==> config.mk <==
export PLATFORM = sky130hd
export DESIGN_NAME = valid_dirty_array
export DESIGN_NICKNAME = d
export VERILOG_FILES = /design/src/rtl/valid_dirty_array.sv
export SDC_FILE = /design/constraint.sdc
export NUM_CORES = 2
export LEC_CHECK = 0
export ABC_AREA = 1
export BUFFER_PORTS_ARGS = -buffer_cell sky130_fd_sc_hd__buf_2
export CAP_MARGIN = 30
export CORE_ASPECT_RATIO = 1.5
export CORE_MARGIN = 10
export CORE_UTILIZATION = 30
export CTS_BUF_LIST = sky130_fd_sc_hd__clkbuf_4 sky130_fd_sc_hd__clkbuf_8 sky130_fd_sc_hd__clkbuf_16
export DETAILED_ROUTE_END_ITERATION = 7
export GPL_ROUTABILITY_DRIVEN = 0
export HOLD_SLACK_MARGIN = 0.08
export PLACE_DENSITY = 0.49
export SETUP_SLACK_MARGIN = 0.05
export SLEW_MARGIN = 10
export SYNTH_ARGS = -nofsm -noshare
export SYNTH_HDL_FRONTEND = slang
export SYNTH_SLANG_ARGS = --single-unit
==> constraint.sdc <==
create_clock -name clk -period 7.1 [get_ports clk]
set_input_delay 1.775 -clock clk [delete_from_list [all_inputs] [get_ports clk]]
set_output_delay 1.775 -clock clk [all_outputs]
set_load 0.02 [all_outputs]
==> src/rtl/valid_dirty_array.sv <==
// -----------------------------------------------------------------------------
// valid_dirty_array
// Per-line state store for an N-way set-associative cache: one valid bit and
// one dirty bit per (set, way). Sits beside the tag RAM; read by the hit/miss
// logic, written by the controller FSM.
//
// Features:
//   - per-way masked writes (accepted only while the sweep FSM is idle)
//   - registered read of all ways of one set (1-cycle latency)
//   - invalidate-all sweep that hands every valid+dirty set to the
//     write-back engine (valid/ready report) before clearing it
//
// Parameters:
//   SETS      number of sets (index range 0..SETS-1)
//   INDEX_W   index width, SETS <= 2**INDEX_W
//   WAYS      associativity, width of all per-way vectors
//   WRITEBACK 1 = dirty bits stored and reported, 0 = dirty bits forced 0
//
// Ports:
//   clk          in   single clock, all state changes on posedge
//   rst_n        in   asynchronous active-low reset
//   rd_en        in   read strobe
//   rd_index     in   set to read
//   rd_valid     out  valid bits of rd_index (registered)
//   rd_dirty     out  dirty bits of rd_index (registered)
//   wr_en        in   write strobe
//   wr_index     in   set to write
//   wr_way_mask  in   ways to update
//   wr_valid     in   valid value written to masked ways
//   wr_dirty     in   dirty value written to masked ways
//   inv_all_req  in   start invalidate-all sweep (sampled in IDLE only)
//   inv_busy     out  sweep in progress
//   inv_done     out  one-cycle pulse at sweep end
//   dirty_vld    out  dirty-set report valid
//   dirty_index  out  set being reported
//   dirty_ways   out  ways of that set that are valid and dirty
//   dirty_rdy    in   write-back engine accepts report
// -----------------------------------------------------------------------------
module valid_dirty_array #(
    parameter int SETS      = 64,
    parameter int INDEX_W   = 6,
    parameter int WAYS      = 4,
    parameter int WRITEBACK = 1
) (
    input  logic               clk,
    input  logic               rst_n,
    input  logic               rd_en,
    input  logic [INDEX_W-1:0] rd_index,
    output logic [WAYS-1:0]    rd_valid,
    output logic [WAYS-1:0]    rd_dirty,
    input  logic               wr_en,
    input  logic [INDEX_W-1:0] wr_index,
    input  logic [WAYS-1:0]    wr_way_mask,
    input  logic               wr_valid,
    input  logic               wr_dirty,
    input  logic               inv_all_req,
    output logic               inv_busy,
    output logic               inv_done,
    output logic               dirty_vld,
    output logic [INDEX_W-1:0] dirty_index,
    output logic [WAYS-1:0]    dirty_ways,
    input  logic               dirty_rdy
);

    // Sweep FSM encoding
    localparam logic [1:0] ST_IDLE   = 2'd0;
    localparam logic [1:0] ST_SCAN   = 2'd1;
    localparam logic [1:0] ST_REPORT = 2'd2;
    localparam logic [1:0] ST_DONE   = 2'd3;

    localparam logic [INDEX_W:0]   SETS_L   = (INDEX_W+1)'(SETS);
    localparam logic [INDEX_W-1:0] LAST_PTR = INDEX_W'(SETS - 1);
    // With write-back disabled every dirty bit is tied low at its source, so
    // the sweep never finds anything to report.
    localparam logic               WB_EN    = (WRITEBACK != 0);

    // Storage and registered state
    logic [WAYS-1:0]    valid_r [SETS];
    logic [WAYS-1:0]    dirty_r [SETS];
    logic [1:0]         state_r;
    logic [INDEX_W-1:0] ptr_r;
    logic [WAYS-1:0]    rd_valid_r;
    logic [WAYS-1:0]    rd_dirty_r;
    logic               inv_busy_r;
    logic               inv_done_r;
    logic               dirty_vld_r;
    logic [INDEX_W-1:0] dirty_index_r;
    logic [WAYS-1:0]    dirty_ways_r;

    // Combinational helpers
    logic               rd_in_range_s;
    logic               wr_in_range_s;
    logic               wr_ok_s;
    logic [WAYS-1:0]    rd_row_valid_s;
    logic [WAYS-1:0]    rd_row_dirty_s;
    logic [WAYS-1:0]    wr_row_valid_s;
    logic [WAYS-1:0]    wr_row_dirty_s;
    logic [WAYS-1:0]    scan_dirty_s;
    logic [1:0]         state_nxt_s;
    logic [INDEX_W-1:0] ptr_nxt_s;
    logic               clr_en_s;
    logic               rpt_start_s;
    logic               rpt_accept_s;

    assign rd_in_range_s = ({1'b0, rd_index} < SETS_L);
    assign wr_in_range_s = ({1'b0, wr_index} < SETS_L);
    // Writes only land while no sweep is running, so a sweep always finishes
    // with every set invalid.
    assign wr_ok_s       = wr_en && (state_r == ST_IDLE) && wr_in_range_s;
    assign rpt_accept_s  = (state_r == ST_REPORT) && dirty_rdy;

    // Read-side row fetch; out-of-range sets read as zero
    always_comb begin
        rd_row_valid_s = '0;
        rd_row_dirty_s = '0;
        if (rd_in_range_s) begin
            rd_row_valid_s = valid_r[rd_index];
            rd_row_dirty_s = dirty_r[rd_index];
        end else begin
            rd_row_valid_s = '0;
            rd_row_dirty_s = '0;
        end
    end

    // Merge masked write data into the addressed row; dirty requires valid
    always_comb begin
        wr_row_valid_s = '0;
        wr_row_dirty_s = '0;
        if (wr_in_range_s) begin
            wr_row_valid_s = (valid_r[wr_index] & ~wr_way_mask)
                           | (wr_way_mask & {WAYS{wr_valid}});
            wr_row_dirty_s = (dirty_r[wr_index] & ~wr_way_mask)
                           | (wr_way_mask & {WAYS{wr_valid & wr_dirty & WB_EN}});
        end else begin
            wr_row_valid_s = '0;
            wr_row_dirty_s = '0;
        end
    end

    // Lines of the swept set that must be written back before clearing
    always_comb begin
        scan_dirty_s = '0;
        if (WB_EN) begin
            scan_dirty_s = valid_r[ptr_r] & dirty_r[ptr_r];
        end else begin
            scan_dirty_s = '0;
        end
    end

    // Sweep FSM next-state and per-set clear decision
    always_comb begin
        state_nxt_s = state_r;
        ptr_nxt_s   = ptr_r;
        clr_en_s    = 1'b0;
        rpt_start_s = 1'b0;
        case (state_r)
            ST_IDLE: begin
                if (inv_all_req) begin
                    state_nxt_s = ST_SCAN;
                    ptr_nxt_s   = '0;
                end else begin
                    state_nxt_s = ST_IDLE;
                end
            end
            ST_SCAN: begin
                if (scan_dirty_s != '0) begin
                    state_nxt_s = ST_REPORT;
                    rpt_start_s = 1'b1;
                end else begin
                    clr_en_s = 1'b1;
                    if (ptr_r == LAST_PTR) begin
                        state_nxt_s = ST_DONE;
                    end else begin
                        ptr_nxt_s = ptr_r + INDEX_W'(1);
                    end
                end
            end
            ST_REPORT: begin
                // The set is cleared only once the write-back engine has taken
                // the report; until then everything stays frozen.
                if (dirty_rdy) begin
                    clr_en_s = 1'b1;
                    if (ptr_r == LAST_PTR) begin
                        state_nxt_s = ST_DONE;
                    end else begin
                        state_nxt_s = ST_SCAN;
                        ptr_nxt_s   = ptr_r + INDEX_W'(1);
                    end
                end else begin
                    state_nxt_s = ST_REPORT;
                end
            end
            ST_DONE: begin
                state_nxt_s = ST_IDLE;
            end
            default: begin
                state_nxt_s = ST_IDLE;
                ptr_nxt_s   = '0;
            end
        endcase
    end

    // Valid/dirty storage: masked writes in IDLE, per-set clears during sweep
    always_ff @(posedge clk or negedge rst_n) begin
        if (!rst_n) begin
            for (int s = 0; s < SETS; s++) begin
                valid_r[s] <= '0;
                dirty_r[s] <= '0;
            end
        end else begin
            if (wr_ok_s) begin
                valid_r[wr_index] <= wr_row_valid_s;
                dirty_r[wr_index] <= wr_row_dirty_s;
            end
            if (clr_en_s) begin
                valid_r[ptr_r] <= '0;
                dirty_r[ptr_r] <= '0;
            end
        end
    end

    // Registered read port; rd_en low holds the last result
    always_ff @(posedge clk or negedge rst_n) begin
        if (!rst_n) begin
            rd_valid_r <= '0;
            rd_dirty_r <= '0;
        end else if (rd_en) begin
            rd_valid_r <= rd_row_valid_s;
            rd_dirty_r <= rd_row_dirty_s;
        end
    end

    // Sweep FSM state, pointer and status outputs
    always_ff @(posedge clk or negedge rst_n) begin
        if (!rst_n) begin
            state_r    <= ST_IDLE;
            ptr_r      <= '0;
            inv_busy_r <= 1'b0;
            inv_done_r <= 1'b0;
        end else begin
            state_r    <= state_nxt_s;
            ptr_r      <= ptr_nxt_s;
            inv_busy_r <= (state_nxt_s != ST_IDLE);
            inv_done_r <= (state_nxt_s == ST_DONE);
        end
    end

    // Dirty-set report handshake; payload holds stable while dirty_vld is high
    always_ff @(posedge clk or negedge rst_n) begin
        if (!rst_n) begin
            dirty_vld_r   <= 1'b0;
            dirty_index_r <= '0;
            dirty_ways_r  <= '0;
        end else if (rpt_start_s) begin
            dirty_vld_r   <= 1'b1;
            dirty_index_r <= ptr_r;
            dirty_ways_r  <= scan_dirty_s;
        end else if (rpt_accept_s) begin
            dirty_vld_r   <= 1'b0;
        end
    end

    assign rd_valid    = rd_valid_r;
    assign rd_dirty    = rd_dirty_r;
    assign inv_busy    = inv_busy_r;
    assign inv_done    = inv_done_r;
    assign dirty_vld   = dirty_vld_r;
    assign dirty_index = dirty_index_r;
    assign dirty_ways  = dirty_ways_r;

endmodule

After elaboration in Yosys (flattened, before gate mapping)
Cells that the tools add are included.

Register bits after elaboration: 541. Output and inout port bits: 21.

Add/subtract/negate cells: 1. Order comparisons: 5. Equal/unequal tests: 8. Multiplexer cells: 46. Bitwise logic cells: 15. Reduce and logical (&&, ||, !) cells: 10.

Operators with widths (count): 2-to-1 mux 256 bit (4); AND 256 bit (2); bitwise mux 256 bit (2); NOT 256 bit (1); binary-select mux 4 bit (select 6 bit) (6); 2-to-1 mux 4 bit (14); demux 4 bit (select 6 bit) (2); 2-to-1 mux 6 bit (4); greater-or-equal comparator 7 bit, second input constant (3); NOT 6 -> 7 bit (3); AND 4 bit (5); one-hot mux 6 bit (3 select lines) (1); < comparator 7 x 1 -> 1 bit, second input constant (2); 2-to-1 mux 2 bit (4); OR 4 bit (2); one-hot mux 2 bit (4 select lines) (1); 2-to-1 mux 1 bit (7); adder 6 x 1 -> 6 bit, second input constant (1); equality test 2 bit, second input constant (3); equality test 6 bit, second input constant (1); inequality test 2 bit, second input constant (3); logical AND 1 bit (4); NOT 4 bit (1); AND reduction 4 bit (1); other kinds (7) (8).

Longest topological paths before layout
Depth after elaboration: 10. Depth in mapped cells: 21. Gate-level depth less buffers: 16.

Least setup slack after synthesis
Ideal clock, no wire load.

Path type: input -> register. Start point: input port wr_index[2]. End point: register dirty_r[0] (netlist bit). Library setup time: 0.117 ns. Data arrival time: 3.630 ns. Required time: 6.983 ns. Slack: 3.353 ns. Stages: 10. Path buffers: 3. Path through: buf_2 -> clkbuf_1 -> clkbuf_1 -> nand4_1 -> nor2_1 -> inv_1 -> nand2_1 -> a21oi_1 -> nand3_1 -> nand2_1.

Cells in the longest elaborated chain, start to end: 10.

Ends and longest elaborated chain: from (decl) (RTL line 52) `input logic [INDEX_W-1:0] wr_index,`; NOT 6 -> 7 bit (implied by the code) (*) (RTL line 132, 213); binary-select mux 4 bit (select 6 bit) (RTL line 132) `wr_row_dirty_s = (dirty_r[wr_index] & ~wr_way_mask)`; 2-to-1 mux 4 bit (implied by the code) (2 in a row) (RTL line 132); AND 4 bit (RTL line 132); OR 4 bit (RTL line 133) `| (wr_way_mask & {WAYS{wr_valid & wr_dirty & WB_EN}});`; bitwise mux 256 bit (*) (RTL line 213) `dirty_r[wr_index] <= wr_row_dirty_s;`; 2-to-1 mux 256 bit (*) (RTL line 211) `if (wr_ok_s) begin`; AND 256 bit (no line); 2-to-1 mux 256 bit (*) (RTL line 215) `if (clr_en_s) begin`; to (signal, indexed assignment) (RTL line 213); to (decl) (RTL line 79) `logic [WAYS-1:0] dirty_r [SETS];`.

Mark *: on every way between the ends. The rest lies on a longest branch, timed or not. The select of a mux whose other input is x is not followed. A chain may end at the register's enable or synchronous reset.

Worst setup path after layout
Start point: register ptr_r[2]. End point: register valid_r[130] (netlist bit).

Cells in the longest elaborated chain, start to end: 9.

Ends and longest elaborated chain: from (decl) (RTL line 81) `logic [INDEX_W-1:0] ptr_r;`; from (signal assigned) (RTL line 242) `ptr_r <= ptr_nxt_s;`; NOT 6 -> 7 bit (implied by the code) (*) (RTL line 144, 216); binary-select mux 4 bit (select 6 bit) (RTL line 144) `scan_dirty_s = valid_r[ptr_r] & dirty_r[ptr_r];`; 2-to-1 mux 4 bit (implied by the code) (2 in a row) (RTL line 144); AND 4 bit (RTL line 144); nonzero test 4 bit (RTL line 166) `if (scan_dirty_s != '0) begin`; 2-to-1 mux 1 bit (RTL line 166); one-hot mux 1 bit (2 select lines) (RTL line 156) `case (state_r)`; 2-to-1 mux 256 bit (*) (RTL line 215); to (signal, indexed assignment) (RTL line 212) `valid_r[wr_index] <= wr_row_valid_s;`; to (decl) (RTL line 78) `logic [WAYS-1:0] valid_r [SETS];`.

Marked as above.

==> qor.yml <==
synthesis.area_um2: 47800
vias: 60600
global_route_wire_length_before_repair_um: 385000
io-pin-count: 45
synth-seq-cells: 541
tritoncts_clock_tree: "done"
synth.yosys.seq_area_share_pct: 28.3
synth-main-ff-cell: "sky130_fd_sc_hd__dfrtp_1"
antenna_found_initial: 20
outcome: "finished with violations"
ir_worst_vdd_mv: 0.129
number_of_library_cell_types_mapped_by_synthesis: 30
async_flop_share_pct: 100
syn_area_per_cell_um2: 5.60
multi_input_comb_area_um2: 29900
detail_route.wirelength_um: 266000
worstSetupStartpointType: "flip-flop"
clkSlewWorstSetupHoldPaths_ps: 70
floorplan.die.height_um: 509
design.core.area_um2: 159000
area_contributors_post_synth: "sky130_fd_sc_hd__nand2_1 (29%), sky130_fd_sc_hd__dfrtp_1 (28%), sky130_fd_sc_hd__nand3_1 (13%)"
clock_sink_count: 541
yosys-top-cells-count: "sky130_fd_sc_hd__nand2_1 (3686), sky130_fd_sc_hd__nand3_1 (1237), sky130_fd_sc_hd__o21ai_0 (715), sky130_fd_sc_hd__a21oi_1 (657), sky130_fd_sc_hd__dfrtp_1 (541)"
totalPowerFinal_w: 0.00788
timing.max_slew.rel_slack_pct: 19.0
timing.critical_path.max_delay_family: "simple AND/OR/NAND/NOR gates"
final_hold_viol_count: 0
cts.root.buffer_cell: "sky130_fd_sc_hd__clkbuf_16"
rsz0062_at_grt: "no"
track_usage_pct: 29.0
io_buffers: 44
finalCriticalPeriod_ps: 5990
dp.final_hpwl_um: 170000
crit_buf_inv: 3
cts_buffer_count: 68
leakagePower_nw: 27.4
critical_path.most_common_cell: "sky130_fd_sc_hd__nand2_1"
violated_checks: "DRC"
place_inst: 10300
drv_cap: 0
final_cells: 10400
grt_pass1_vias: 56000
postCtsResizedCells: 0
remaining_antenna_violation_count: 0
yosysTopAreaCell: "sky130_fd_sc_hd__nand2_1"
postCtsSetupBuffers: 0
fin_nets: 8291
report.final.setup_viol: 0
yosys.cell_count.top_type: "sky130_fd_sc_hd__nand2_1"
worst-path-max-fanout: 119
num_rows: 179
viasPerCell: 5.82
layout.area.seq_um2: 13500
route.detailed.wl_per_inst_um: 25.5
p_per_area_nw_per_um2: 149
final.fill_count: 17600
critPathKind: "reg2reg"
netlist.area_leader.share_pct: 29.0
drive_above_1_share_pct: 4.81
start_util_pct: 30.1
drtIter0Drc: 7866
min-delay-path-class: "reg2reg"
clock.fmax_mhz: 167
clock_latency_ps: 720
area_growth_syn_to_layout_pct: 10.7
overflow: 0
ctsHtreeMaxLevel: 3
die-area_um2: 176000
drc: 2
ctsLongestPathBuffers: 3
totalNegativeSetupSlack_ps: 0
max_stage_delay_ps: 870
maximum_number_of_pins_on_one_net_before_global_route_repair: 170
dr_pass1_iterations: 8
cp_slowest_cell: "sky130_fd_sc_hd__o21ai_1"
die_width_um: 346
syn-instance-count: 8537
critical_path.endpoint_type: "flip-flop"
cp.arrival_ps: 6600
timing.final.crit_share_pct: 84.4
mappedNetlistNets: 8566
crit_required_ps: 7710
final-max-slew-violation-count: 0
synth.yosys.warnings: 0
holdBufCountCts: 0
timing.critical_path.cells: "nand2_2 -> inv_2 -> buf_12 -> nand3_1 -> nand2_1 -> o21ai_1 -> nand2_1 -> nor2_1 -> nand2_1 -> nand2_1 -> nand2_1 -> nor2_1 -> nand2_1 -> nand2_8 -> nand2_8 -> buf_12 -> nand2_1 -> nand2_1"
synth_enable_flop_cells: 0
fin_worst_skew_ps: 32.5
max_slew.worst_pin.slew_ps: 1200
==> final cells by class <==
cell class / instances / share of cell area, %
Inverter: 562 / 4.01
Tap cell: 2081 / 4.92
Timing Repair Buffer: 224 / 4.37
Clock inverter: 24 / 0.551
Multi-Input combinational cell: 6865 / 56.6
Sequential cell: 541 / 25.6
Antenna cell: 11 / 0.0521
Clock buffer: 96 / 3.92
==> layer usage <==
metal / global-route usage, % / wire length [um] / vias to the layer above
met5: 0.299 / 156 / -
met4: 25.9 / 27100 / 24
met3: 6.48 / 27100 / 1046
met2: 44.5 / 115000 / 3742
met1: 33.7 / 96300 / 28600
li1: - / - / 27100
==> cells in the final DEF (no fill, tap or decap), types with 42 or more instances in the layout <==
master                      instances
sky130_fd_sc_hd__o211ai_1          56
sky130_fd_sc_hd__nor2_1           376
sky130_fd_sc_hd__nand3_1         1230
sky130_fd_sc_hd__o21ai_1           63
sky130_fd_sc_hd__nand2_1         3678
sky130_fd_sc_hd__clkbuf_16         73
sky130_fd_sc_hd__a21oi_1          657
sky130_fd_sc_hd__buf_12            42
sky130_fd_sc_hd__o21ai_0          715
sky130_fd_sc_hd__dfrtp_1          540
sky130_fd_sc_hd__inv_1            538
sky130_fd_sc_hd__buf_4            127
==> through the flow <==
step	setup slack, ps	cell area [um^2]	hold WS, ps	util [%]
2_1_floorplan	3350	47800	554	-
5_1_grt	1220	52800	503	33.3
4_1_cts	1770	52800	486	33.3
3_5_place_dp	1270	50400	470	31.8
3_3_place_gp	1240	50200	462	31.6
6_report	1110	52900	478	33.3
==> sequential cells by signal, summed over array words and instances (netlist names) <==
signal,flops
dirty_index,6
valid_r,256
dirty_r,256
inv_done,1
ptr_r,6
rd_dirty,4
state_r,2
dirty_ways,4
dirty_vld,1
rd_valid,4
inv_busy,1
==> where the power goes <==
part           total, W  internal, W  switching, W
logic          0.000867     0.000139      0.000727
registers       0.00309      0.00309    0.00000593
clock network   0.00392      0.00226       0.00166
==> path summary, 6_finish.rpt <==
check                                   start             to  slack [ps]  cells after the start
worst max-delay path                 ptr_r[2]   valid_r[130]        1110                     18
worst min-delay path            dirty_ways[2]  dirty_ways[2]         480                      2
worst max register to register       ptr_r[2]   valid_r[130]        1110                     18
worst min register to register  dirty_ways[2]  dirty_ways[2]         480                      2
max in group asynchronous               rst_n   valid_r[131]        4720                      2
min in group asynchronous               rst_n   dirty_r[158]        1090                      1
==> cells by family after synthesis <==
logic type               Yosys count  share of synthesized area, %
AND/OR/NAND/NOR                 5330                          45.3
buffers and inverters           1131                          9.62
flip-flops                       541                          28.3
XOR/XNOR                           1                        0.0183
AO/OA/AOI/OAI                   1529                          16.6
adder cells (fa/ha/maj)            5                         0.131
==> worst reg2reg max path, cell delays in order (launching register included) <==
cell                      delay (ps)
sky130_fd_sc_hd__dfrtp_1         570
sky130_fd_sc_hd__nand2_2         690
sky130_fd_sc_hd__inv_2           570
sky130_fd_sc_hd__buf_12          380
sky130_fd_sc_hd__nand3_1         180
sky130_fd_sc_hd__nand2_1          60
sky130_fd_sc_hd__o21ai_1         870
sky130_fd_sc_hd__nand2_1         200
sky130_fd_sc_hd__nor2_1          140
sky130_fd_sc_hd__nand2_1          70
sky130_fd_sc_hd__nand2_1         230
sky130_fd_sc_hd__nand2_1         120
sky130_fd_sc_hd__nor2_1          150
sky130_fd_sc_hd__nand2_1         140
sky130_fd_sc_hd__nand2_8         290
sky130_fd_sc_hd__nand2_8         380
sky130_fd_sc_hd__buf_12          390
sky130_fd_sc_hd__nand2_1         400
sky130_fd_sc_hd__nand2_1          70
Note: power is estimated with default switching activity, not from simulation.
